File: config.mk
export PLATFORM = sky130hd
export DESIGN_NAME = counter_sequencer
export DESIGN_NICKNAME = d
export VERILOG_FILES = /design/src/rtl/counter_sequencer.sv
export SDC_FILE = /design/constraint.sdc
export NUM_CORES = 1
export LEC_CHECK = 0
export CAP_MARGIN = 20
export CORE_UTILIZATION = 55
export DETAILED_ROUTE_END_ITERATION = 8
export DONT_BUFFER_PORTS = 1
export GPL_TIMING_DRIVEN = 0
export PLACE_DENSITY = 0.7
export SLEW_MARGIN = 10
export SYNTH_ARGS = -nofsm -noshare
export SYNTH_HDL_FRONTEND = slang
export SYNTH_SLANG_ARGS = --single-unit
File: constraint.sdc
create_clock -name i_wb_clk -period 3.2 [get_ports i_wb_clk]
set_input_delay 0.48 -clock i_wb_clk [delete_from_list [all_inputs] [get_ports i_wb_clk]]
set_output_delay 0.48 -clock i_wb_clk [all_outputs]
set_load 0.02 [all_outputs]
File: src/rtl/counter_sequencer.sv
// counter_sequencer: arms and sequences the PWM/timer main counter.
// Shadow copies of period/duty are updated only at a period boundary,
// so reprogramming never glitches a running period. It also detects
// one-shot completion and raises a sticky interrupt.
//
//   state | meaning
//   ------+-----------------------------------------------------------
//   IDLE  | counter held in clear; waits for ctrl_en with period != 0
//   ARM   | one-cycle settle after the shadows load; counter still clear
//   RUN   | counter enabled; shadows reload only on wrap
//   DONE  | one-shot timer finished; waits for ctrl_en to drop
module counter_sequencer #(
  parameter int WIDTH = 16
) (
  input  logic             i_wb_clk,
  input  logic             i_wb_rst_n,
  input  logic             tick,
  input  logic             ctrl_en,
  input  logic             mode,
  input  logic             timer_mode,
  input  logic             irq_clr,
  input  logic             reg_wr_stb,
  input  logic [WIDTH-1:0] period_reg,
  input  logic [WIDTH-1:0] duty_reg,
  input  logic [WIDTH-1:0] counter,
  output logic             counter_en,
  output logic             sw_rst,
  output logic [WIDTH-1:0] period_act,
  output logic [WIDTH-1:0] duty_act,
  output logic             irq,
  output logic             done,
  output logic             cfg_err,
  output logic [1:0]       state
);

  typedef enum logic [1:0] {
    IDLE = 2'd0,
    ARM  = 2'd1,
    RUN  = 2'd2,
    DONE = 2'd3
  } state_t;

  state_t           state_q, state_d;
  logic [WIDTH-1:0] period_act_q, period_act_d;
  logic [WIDTH-1:0] duty_act_q, duty_act_d;
  logic             mode_q, mode_d;       // latched ctrl mode: 1 = PWM
  logic             tmode_q, tmode_d;     // latched timer mode: 1 = continuous
  logic             pending_q, pending_d; // register write awaiting the next wrap
  logic             irq_q, irq_d;
  logic             cfg_err_q, cfg_err_d;

  logic [WIDTH-1:0] last;
  logic             wrap;

  // Terminal count of the main counter: PWM counts 0..P-1, timer 0..P.
  always_comb begin
    last = mode_q ? (period_act_q - WIDTH'(1)) : period_act_q;
    wrap = tick && (counter == last);
  end

  // Next-state, shadow and interrupt logic.
  always_comb begin
    state_d      = state_q;
    period_act_d = period_act_q;
    duty_act_d   = duty_act_q;
    mode_d       = mode_q;
    tmode_d      = tmode_q;
    pending_d    = pending_q;
    irq_d        = irq_q;
    cfg_err_d    = 1'b0;

    if (irq_clr) begin
      irq_d = 1'b0;
    end

    unique case (state_q)
      IDLE: begin
        pending_d = 1'b0;
        if (ctrl_en) begin
          if (period_reg != '0) begin
            state_d      = ARM;
            period_act_d = period_reg;
            duty_act_d   = duty_reg;
            mode_d       = mode;
            tmode_d      = timer_mode;
          end else begin
            cfg_err_d = 1'b1;
          end
        end
      end
      ARM: begin
        state_d = ctrl_en ? RUN : IDLE;
      end
      RUN: begin
        if (!ctrl_en) begin
          state_d   = IDLE;
          pending_d = 1'b0;
        end else if (wrap) begin
          // A write landing on the wrap cycle is picked up right away.
          if (pending_q || reg_wr_stb) begin
            period_act_d = period_reg;
            duty_act_d   = duty_reg;
          end
          pending_d = 1'b0;
          if (!mode_q) begin
            irq_d = 1'b1;
            if (!tmode_q) begin
              state_d = DONE;
            end
          end
        end else if (reg_wr_stb) begin
          pending_d = 1'b1;
        end
      end
      DONE: begin
        if (!ctrl_en) begin
          state_d = IDLE;
        end
      end
      default: state_d = IDLE;
    endcase
  end

  // State and shadow registers.
  always_ff @(posedge i_wb_clk or negedge i_wb_rst_n) begin
    if (!i_wb_rst_n) begin
      state_q      <= IDLE;
      period_act_q <= '0;
      duty_act_q   <= '0;
      mode_q       <= 1'b0;
      tmode_q      <= 1'b0;
      pending_q    <= 1'b0;
      irq_q        <= 1'b0;
      cfg_err_q    <= 1'b0;
    end else begin
      state_q      <= state_d;
      period_act_q <= period_act_d;
      duty_act_q   <= duty_act_d;
      mode_q       <= mode_d;
      tmode_q      <= tmode_d;
      pending_q    <= pending_d;
      irq_q        <= irq_d;
      cfg_err_q    <= cfg_err_d;
    end
  end

  // Counter controls decode straight from the registered state.
  assign counter_en = (state_q == RUN);
  assign sw_rst     = (state_q != RUN);
  assign done       = (state_q == DONE);
  assign period_act = period_act_q;
  assign duty_act   = duty_act_q;
  assign irq        = irq_q;
  assign cfg_err    = cfg_err_q;
  assign state      = state_q;

endmodule

Word-level counts from Yosys, hierarchy flattened:

Cells that the tools add are included.
Widths: inputs -> output; s select.

* add/subtract/negate cells: 1
* equality and inequality tests: 15
* multiplexer cells: 34
* reductions and logical operators: 9

Operators with widths (number)
* $mux 16: 11
* $pmux 16 s2: 2
* $eq 16x16->1: 1
* $mux 2: 8
* $reduce_bool 16->1: 1
* $sub 16x1->16 const B: 1
* $reduce_and 6->1: 2
* $mux 1: 11
* $ne 2x2->1 const B: 5
* $pmux 2 s4: 1
* $ne 3x3->1 const B: 2
* $eq 2x2->1 const B: 2
* $ne 2x1->1 const B: 2
* $ne 4x3->1 const B: 1
* $ne 3x2->1 const B: 1
* $reduce_and 3->1: 1
* $eq 2x1->1 const B: 1
* $logic_not 2->1: 1
* $pmux 1 s2: 1
* $reduce_and 2->1: 1
* $reduce_bool 2->1: 1
* $logic_and 1x1->1: 1
* $logic_or 1x1->1: 1

* flip-flop bits (word level): 39
* input bits: 56
* output and inout port bits: 39
* logic and storage cells: 67

Logic depth before layout (Yosys ltp):

* depth after elaboration: 7
* gate-level depth with buffers: 11

Worst setup path before layout:

No wires, ideal clock.

* path kind: reg2reg
* start point: reg period_act_q[4], in the netlist period_act[4]
* end point: reg duty_act_q[0], in the netlist duty_act[0]
* library setup time: 0.127 ns
* arrival: 2.826 ns
* required time: 3.073 ns
* slack: 0.247 ns
* cell stages (with the launch flop): 8
* path buffers: 1
* cells stage by stage: dfrtp_1 or4_1 or4_1 o31ai_1 nand4_1 o21ai_2 buf_6 mux2_1

* cells in the longest elaborated chain, start to end: 6

Ends and longest elaborated chain
* from (decl): RTL line 44 `logic [WIDTH-1:0] period_act_q, period_act_d;`
* from (signal assigned): RTL line 137 `period_act_q <= period_act_d;`
* $sub 16x1->16: RTL line 57 `last = mode_q ? (period_act_q - WIDTH'(1)) : period_act_q;`
* $mux 16 *: RTL line 57
* $eq 16x16->1 *: RTL line 58 `wrap = tick && (counter == last);`
* $logic_and 1x1->1 *: RTL line 58
* $ne 2x1->1 (no line) *
* $reduce_and 6->1 (no line) *
* to (signal assigned): RTL line 138 `duty_act_q <= duty_act_d;`
* to (decl): RTL line 45 `logic [WIDTH-1:0] duty_act_q, duty_act_d;`

Every way passes the cells marked *; elsewhere a longest branch is shown, timed or not.
A chain may end at the register's enable or synchronous reset.

Final worst setup path:

* start point: reg period_act_q[11], in the netlist period_act[11]
* end point: reg period_act_q[7], in the netlist period_act[7]

* cells in the longest elaborated chain, start to end: 6

Ends and longest elaborated chain (RTL line)
* $sub 16x1->16: 57
* $mux 16 *: 57
* $eq 16x16->1 *: 58
* $logic_and 1x1->1 *: 58
* $ne 2x1->1 (no line) *
* $reduce_and 6->1 (no line) *

Marked as above.

==> flow_summary.yaml <==
logic_synthesis:
  synth.yosys.seq_area_share: 0.437
  synth.top_cells.by_area: "dfrtp_1 (44%), mux2_1 (16%), xnor2_1 (5.1%)"
  synth_area_leader_cell: "dfrtp_1"
  netlist_instances: 198
  synth.net_count: 255
  syn_area_um2: 2230
  yosysUniqueCellTypes: 51
  synth-warning-count: 0
  synth_edf_count: 0
  synth_seq_cells: 39
  synth_top_area_frac: 0.437
  syn_avg_cell_area_um2: 11.3
  async_flop_share: 1.00
  synth-main-ff-cell: "dfrtp_1"
grt:
  grt_pass1_wl_um: 8190
  antenna_found_initial: 0
  grt_pass1_vias: 1707
  grt_start_max_net_pins: 40
  track_usage: 0.259
  grt_overflow: 0
critical_path:
  worst-endpoint-required_ns: 3.37
  rr_worst_depth: 9
  worstReg2RegStart: "period_act[11]$_DFFE_PN0P_"
  timing.rr.end: "period_act[7]$_DFFE_PN0P_"
  cp-end-kind: "flop"
  setup.worst_path.start: "period_act[11]$_DFFE_PN0P_"
  crit_arrival_ns: 3.30
  path_class: "flop to flop"
  path_max_fanout: 9
  cp-endpoint: "period_act[7]$_DFFE_PN0P_"
  cp-start-kind: "flop"
  r2r_slack_ns: 0.07
cts:
  htree_levels: 2
  root_buffer: "clkbuf_8"
  clk-insertion-delay-late_ns: 0.29
  cts_buffers: 5
  tritoncts: "built"
  clock_sinks: 39
  clk_pin_slew_ns: 0.08
  cts_max_path_buffers: 2
floorplanning:
  io_pins: 95
  die_x_um: 65.7
  start_util: 0.592
  rows: 22
  dieArea_um2: 4320
  core_area_um2: 3770
  die_height_um: 65.7
routing:
  routed_wl_um: 5520
  drc_errors: 0
  drt_iter0_drc: 118
  routedWlPerCell_um: 21.2
  firstDrtPassIters: 4
  viasPerCell: 6.56
  ant_nets: 0
  vias: 1706
timing:
  period_share: 0.979
  finalMaxSlewViolations: 0
  setup_viol: 0
  tightest_slew_ns: 0.495
  fin_skew_ns: 0.00940
  slew_headroom: 0.662
  fin_hold_ws_ns: 0.0133
  finalHoldViolations: 0
  fin_crit_ns: 3.13
  fmax_mhz: 319
power:
  p_leak_uw: 0.00101
  p_per_area_nw_per_um2: 743
  power_switching_uw: 773
  p_seq_frac: 0.489
  p_comb_frac: 0.293
  netSwitchingFraction: 0.399
  clkPwrFrac: 0.219
  ir_drop_mv: 0.568
  internal_power_uw: 1160
final_layout:
  diodes: 0
  fin_util: 0.691
  fin_area_um2: 2610
  drive_gt1_frac: 0.189
  layout_commonest_cell: "dfrtp_1"
  fin_cells: 260
  final_cell_mix: "dfrtp_1 (33), mux2_1 (32), xnor2_1 (12)"
  fillers: 282
  area_growth_pct: 16.8
  nets: 268
placed_design:
  gp_congestion: 0.872
  io_buffers: 0
  dp_cells: 246
  hpwl_um: 4010
  place_area_um2: 2290
run_status:
  status: "finished clean"
hold_path:
  hp-class: "input port to asynchronous set/reset pin"
flow_run:
  max-cap-violations: 0
## state kept, by name, indices dropped and copies added, names as in the netlist
| name | flops |
|---|---|
| irq | 1 |
| period_act | 16 |
| cfg_err | 1 |
| pending_q | 1 |
| duty_act | 16 |
| state | 2 |
| mode_q | 1 |
| tmode_q | 1 |
## power groups by stage
stage / sequential (µW) / clock [µW] / combinational (µW)
after floorplan: 882 / 0 / 392
after global placement: 934 / 0 / 437
after detailed placement: 942 / 0 / 465
after CTS: 937 / 432 / 497
after global routing: 967 / 449 / 618
final: 947 / 424 / 567
## worst min path at each step
stage,start,endpoint,cells past startpoint
4_1_cts,i_wb_rst_n,period_act[12]$_DFFE_PN0P_,1
6_report,i_wb_rst_n,period_act[12]$_DFFE_PN0P_,1
3_5_place_dp,i_wb_rst_n,mode_q$_DFFE_PN0P_,0
3_3_place_gp,i_wb_rst_n,mode_q$_DFFE_PN0P_,0
5_1_grt,i_wb_rst_n,period_act[12]$_DFFE_PN0P_,1
2_1_floorplan,i_wb_rst_n,cfg_err$_DFF_PN0_,0
## per-layer routing
metal	vias up	global-route usage	wire (µm)
li1	778	-	-
met1	845	0.322	2250
met2	73	0.416	2710
met3	10	0.0972	473
met4	0	0.0788	94
met5	-	0	0
## synthesized netlist by cell type (all sizes together), types with 4 or more instances
cell type and count:
nand4 6, nor4 8, mux2 34, nand3b 4, nor2 8, xor2 5, dfrtp 39, nand2 7
xnor2 13, nand2b 4, nor2b 6, inv 5, o21ai 5
## stage by stage
step	total power, µW	setup TNS (ns)	setup WS, ns
floorplan	1270	0	0.247
global route	2030	-1.74	-0.0705
CTS	1870	0	0.0111
detailed placement	1410	-10.17	-0.344
finish	1940	0	0.0658
global placement	1370	-8.29	-0.277
## cell type report
| cell class | count | area [µm²] | share of cell area |
|---|---|---|---|
| clock inverter | 2 | 35.0 | 0.0134 |
| buffer | 5 | 50.0 | 0.0192 |
| sequential | 39 | 983 | 0.377 |
| tap | 48 | 60.1 | 0.0230 |
| multi-input combinational | 149 | 1280 | 0.492 |
| inverter | 5 | 18.8 | 0.00720 |
| timing repair buffer | 6 | 95.1 | 0.0365 |
| clock buffer | 6 | 82.6 | 0.0317 |
## worst max-delay path, stage by stage (launching register included)
cell,delay (ns)
dfrtp_2,0.51
or4b_1,0.62
nor4_1,0.36
xnor2_1,0.15
o31ai_2,0.31
nand4_1,0.23
o21ai_4,0.23
buf_12,0.15
clkbuf_16,0.14
mux2_1,0.31
## kinds of logic after synthesis
kind of cell	count (synthesis)	share of synthesized area
multiplexers	35	0.176
buffers and inverters	10	0.0269
flip-flops	39	0.437
adder cells (fa/ha/maj)	1	0.00560
XOR/XNOR	18	0.0706
AND/OR/NAND/NOR	65	0.182
AO/OA/AOI/OAI	30	0.101
## timing repair
| action | 4_1_cts | 5_1_grt |
|---|---|---|
| buffers inserted | 1 | 1 |
| setup endpoints to repair | 32 | 32 |
| hold buffers | 1 | 0 |
| pin swaps | 1 | 6 |
| endpoints found under the hold margin | 39 | 0 |
| gates cloned | 0 | 3 |
| gates resized for setup | 8 | 22 |
Power figures use the tool's default switching activity.
==> variant 1: new RTL, same settings <==
The parameter `WIDTH` goes from 16 to 32.
--- a/src/rtl/counter_sequencer.sv
+++ b/src/rtl/counter_sequencer.sv
@@ -12,3 +12,3 @@
 module counter_sequencer #(
-  parameter int WIDTH = 16
+  parameter int WIDTH = 32
 ) (
Interface: changed (5 resized); port bits go from 95 to 175. No check against the original RTL was run, so the function may have changed too.
==> variant 1 against the unedited design <==
- the run now ends with setup timing left
- count of clock-buffer cells in the layout up 4
- die area up 76%
- hold slack better by 200 ps
- sequential cell count up 32
- area after synthesis up 79%
- critical path type unchanged
- power up 66%
- wire length up 95%
- critical path depth up 1
- worst setup slack worse by 800 ps
- final area up 80%
- synthesized cell count up 77%
- clock skew up 1.1 ps
==> variant 1: results (changes against the unedited design) <==
outcome:
  status: "finished with violations"  # was finished clean
  violations: "setup timing"
grt:
  grt_pass1_vias: 3121  # was 1707
  grt_start_max_net_pins: 72  # was 40
  grt_pass1_wl_mm: 16.3  # was 8.19 mm
  antenna_found_initial: 0  # unchanged
  grt_use_total_pct: 29.4  # was 25.9%
worst_hold_path:
  hold_path.class: "input port to register"  # was input port to asynchronous set/reset pin
  hold_start: "irq_clr"
  hold_depth: 1
  hold_end: "irq"
timing:
  setup_viol: 67  # was 0
  hold_ws_ps: 211  # was 13.3 ps
  fin_ws_ps: -735  # was 65.8 ps
  clock_skew_ps: 10.5  # was 9.40 ps
  slew_violations: 0  # unchanged
  worst_pin_slew_ps: 692  # was 495 ps
detailed_routing:
  dr.pass1.iters: 4  # unchanged
  wl_mm: 10.7  # was 5.52 mm
  drt_iter0_drc: 144  # was 118
  dr_total_vias: 3008  # was 1706
critical_path:
  reg2reg_from: "period_act[5]"  # was period_act[11]
  rr_endpoint: "duty_act[6]"  # was period_act[7]
  cp_max_fo: 7  # was 9
  worst_ep_arrival_time_ps: 4180  # was 3300 ps
  reg2regPathDepth: 10  # was 9
finish:
  num_antenna_cells: 0  # unchanged
  layout.nets: 478  # was 268
  fillers: 550  # was 282
  drive_gt1_share_pct: 28.6  # was 18.9%
clock_tree:
  cts_root_buf: "clkbuf_8"  # unchanged
  cts.htree.levels: 3  # was 2
  cts_buffers: 9  # was 5
  path_clk_slew_ps: 80  # about the same
  clock_path_buffers: 2  # unchanged
  worstSkewPairLatency_ps: 350  # was 290 ps
synth:
  synth_cell_types: 51  # unchanged
  yosysSeqAreaShare_pct: 44.4  # was 43.7%
  ys_warn_count: 0  # unchanged
  yosys-top-cells-count: "dfrtp_1, mux2_1, mux2_2, xnor2_1"  # was dfrtp_1, mux2_1, xnor2_1
  synthArstFlopShare_pct: 100  # unchanged
  synth_edf_count: 0  # unchanged
  syn_nets: 456  # was 255
  synth_area_leaders: "dfrtp_1, mux2_1, mux2_2, xnor2_1, nor4_1"  # was dfrtp_1, mux2_1, xnor2_1, nor4_1, xor2_1
placed_design:
  dp_hpwl_mm: 7.65  # was 4.01 mm
  globalplace.congestion: 0.908  # was 0.872
  io_buffers: 0  # unchanged
  place_area_sq_um: 4220  # was 2290 sq um
pwr:
  switchingPower_w: 0.00131  # was 0.000773 W
  leakagePower_nw: 1.82  # was 1.01 nW
  vdd_drop_max_v: 0.000420  # was 0.000568 V
-- variant 1: how the worst max path moves through the flow --
stage,from,cells past startpoint,to,slack [ps]
after floorplan,period_act[5],9,period_act[0],-710
after global placement,period_act[7],9,period_act[12],-1170
after detailed placement,period_act[1],10,period_act[13],-1230
after CTS,period_act[5],9,period_act[26],-730
after global routing,period_act[5],9,period_act[27],-850
final,period_act[5],10,duty_act[6],-740
-- variant 1: timing repair --
item	in CTS	in global routing
hold buffers	2	0
cloned	4	0
pin swaps	2	2
endpoints found under the hold margin	71	0
setup buffers	10	0
gates resized for setup	41	6
setup endpoints to repair	67	67
-- variant 1: area by class of cell --
class                   instances  area (sq um)  area share [%]
plain buffers                   7          75.1            1.60
repair buffers                 14           203            4.33
clock inverters                 6          45.0           0.962
clock buffers                  10           128            2.73
flip-flops and latches         71          1790            38.2
inverters                       6          22.5           0.481
multi-input cells             264          2300            49.2
well taps                      96           120            2.56
-- variant 1: kinds of logic after synthesis --
kind of cell | share of synthesized area (%)
and+or+nand+nor | 17.1
DFF | 44.4
muxes | 19.1
xor gates and xnor gates | 9.42
AOI/OAI and AO/OA | 6.92
buffers and inverters | 2.69
adders and majority gates | 0.313
-- variant 1: power by group through the flow --
stage	Combinational [W]	Sequential [W]	Clock, W
2_1_floorplan	0.000647	0.00156	0
3_3_place_gp	0.000736	0.00165	0
3_5_place_dp	0.000762	0.00166	0
4_1_cts	0.000926	0.00165	0.000666
5_1_grt	0.000983	0.00169	0.000715
6_report	0.000907	0.00166	0.000648
-- variant 1: metal layers --
metal  track usage [%]  up-vias  share of wire, %
li1                  -     1354                 -
met1              34.7     1465                38
met2              48.8      165                50
met3              8.91       24               9.2
met4              14.6        0               3.2
met5                 0        -                 0
-- variant 1: worst max-delay path, stage by stage, from the launching register on --
cell,delay [ps]
dfrtp_2,510
or4_4,570
or4b_4,570
or4_4,510
a2111oi_4,290
nand4_1,250
o41ai_4,340
buf_6,220
buf_12,130
buf_8,110
mux2_2,320
-- variant 1: metrics by stage --
step | instances | setup TNS [ps] | setup WS (ps)
finish | 474 | -43380 | -735
global route | 474 | -51590 | -854
CTS | 478 | -45080 | -726
detailed placement | 447 | -77470 | -1230
global placement | 447 | -74190 | -1170
floorplan | 351 | -44440 | -708
==> variant 2: new RTL, same settings <==
Made on the original files. Register the outputs `counter_en` and `done`, without a reset; this adds one clock of latency there. The other outputs are not delayed to match.
--- a/src/rtl/counter_sequencer.sv
+++ b/src/rtl/counter_sequencer.sv
@@ -147,5 +147,7 @@
   // Counter controls decode straight from the registered state.
-  assign counter_en = (state_q == RUN);
   assign sw_rst     = (state_q != RUN);
-  assign done       = (state_q == DONE);
+  always_ff @(posedge i_wb_clk) begin
+    counter_en <= (state_q == RUN);
+    done       <= (state_q == DONE);
+  end
   assign period_act = period_act_q;
Behaviour: not the same (a bounded check fails within 4 cycles, from zero or initial values and one cycle with i_wb_rst_n low).
==> variant 2 against the unedited design <==
- the run now ends with setup timing left
- area after synthesis increased by 3.5%
- sequential cell count increased by 2
- synthesized cell count increased by 7.1%
- combinational power increased by 17%
- non-clock buffer count increased by 6
- worst setup slack got worse by 200 ps
- clock power increased by 2%
- wire length increased by 17%
- power increased by 6.8%
- final area increased by 6.0%
==> variant 2: results (changes against the unedited design) <==
grt:
  grt_pass1_vias: 1885  # was 1707
  grt_use_total_pct: 28.1  # was 25.9%
  grt_pass1_wl_mm: 9.06  # was 8.19 mm
detailed_routing:
  drt_iter0_drc: 96  # was 118
  dr.pass1.iters: 4  # unchanged
  via_per_inst: 6.63  # was 6.56
  wl_per_cell_microns: 23.4  # was 21.2 microns
timing:
  fin_ws_ps: -136  # was 65.8 ps
  fin_tns_setup_ps: -2630  # was 0 ps
  setup_viol: 32  # was 0
  worst_pin_slew_ps: 825  # was 495 ps
  clock_skew_ps: 10.2  # was 9.40 ps
pwr:
  leakagePower_nw: 1.11  # was 1.01 nW
  sw_frac_of_total_pct: 39.8  # was 39.9%
  vdd_drop_max_v: 0.000524  # was 0.000568 V
critical_path:
  crit_family: "simple AND/OR/NAND/NOR gates"  # unchanged
  cp_max_fo: 9  # unchanged
  slowest_delay_ps: 510  # was 620 ps
  critPathSlowestCell: "or3b_2"  # was or4b_1
  worst_ep_arrival_time_ps: 3520  # was 3300 ps
clock_tree:
  cts_buffers: 5  # unchanged
synth:
  synthArstFlopShare_pct: 95.1  # was 100%
  synth_area_leaders: "dfrtp_1, mux2_2, xnor2_1, nor4_1, xor2_1"  # was dfrtp_1, mux2_1, xnor2_1, nor4_1, xor2_1
  synthCells: 212  # was 198
  syn_nets: 269  # was 255
  yosysSeqAreaShare_pct: 44.0  # was 43.7%
  yosys-top-cells-count: "dfrtp_1, mux2_2, nor4_1, xnor2_1"  # was dfrtp_1, mux2_1, xnor2_1
  synth_cell_types: 48  # was 51
finish:
  final-instance-count-excl-fill: 276  # was 260
  drive_gt1_share_pct: 31.9  # was 18.9%
placed_design:
  dpl_worst_slack_ps: -323  # was -344 ps
  globalplace.congestion: 0.899  # was 0.872
  dp_hpwl_mm: 4.36  # was 4.01 mm
  dp_cells: 262  # was 246
  place_area_sq_um: 2370  # was 2290 sq um
outcome:
  status: "finished with violations"  # was finished clean
  violations: "setup timing"
-- variant 2: final timing paths --
check	from	endpoint	slack (ps)
setup / recovery	period_act[1]	duty_act[13]	-140
setup reg to reg	period_act[1]	duty_act[13]	-140
hold / removal	i_wb_rst_n	state[0]	6
hold reg to reg	tmode_q	state[0]	560
min in group i_wb_clk	irq_clr	irq	270
max in group asynchronous	i_wb_rst_n	period_act[0]	2970
-- variant 2: kinds of logic after synthesis --
kind of cell | Yosys count | synth area share, %
AOI/OAI and AO/OA | 30 | 10.5
xor gates and xnor gates | 17 | 6.45
adders and majority gates | 1 | 0.542
buffers and inverters | 21 | 4.44
DFF | 41 | 44.0
muxes | 34 | 16.6
and+or+nand+nor | 68 | 17.5
-- variant 2: power by group through the flow --
stage                     Combinational (W)  Sequential [W]  Clock [W]
after CTS                          0.000594        0.000955   0.000424
after floorplan                    0.000436        0.000909          0
after global routing               0.000716        0.000995   0.000452
after global placement             0.000493        0.000953          0
final                              0.000662        0.000976   0.000431
after detailed placement           0.000527        0.000959          0
-- variant 2: metal layers --
layer	track usage (%)	wire length, microns	vias to the layer above
li1	-	-	810
met1	31.6	2410	923
met2	50.0	3470	84
met3	7.36	440	13
met4	10.9	134	0
met5	0	0	-
-- variant 2: cell type report --
type                            count  area, sq um
Buffer                              8         73.8
Tap cell                           50         62.6
Multi-Input combinational cell    150         1330
Clock inverter                      3         46.3
Inverter                           10         37.5
Fill cell                         317         1270
Clock buffer                        5         68.8
Timing Repair Buffer                9          123
Sequential cell                    41         1020
-- variant 2: what timing repair did --
item,in CTS,in global routing
endpoints found under the hold margin,39,0
pin swaps,3,7
buffers inserted,6,3
gates resized for setup,19,35
endpoints found under the setup margin,32,34
hold buffers,1,0
gates cloned,1,2
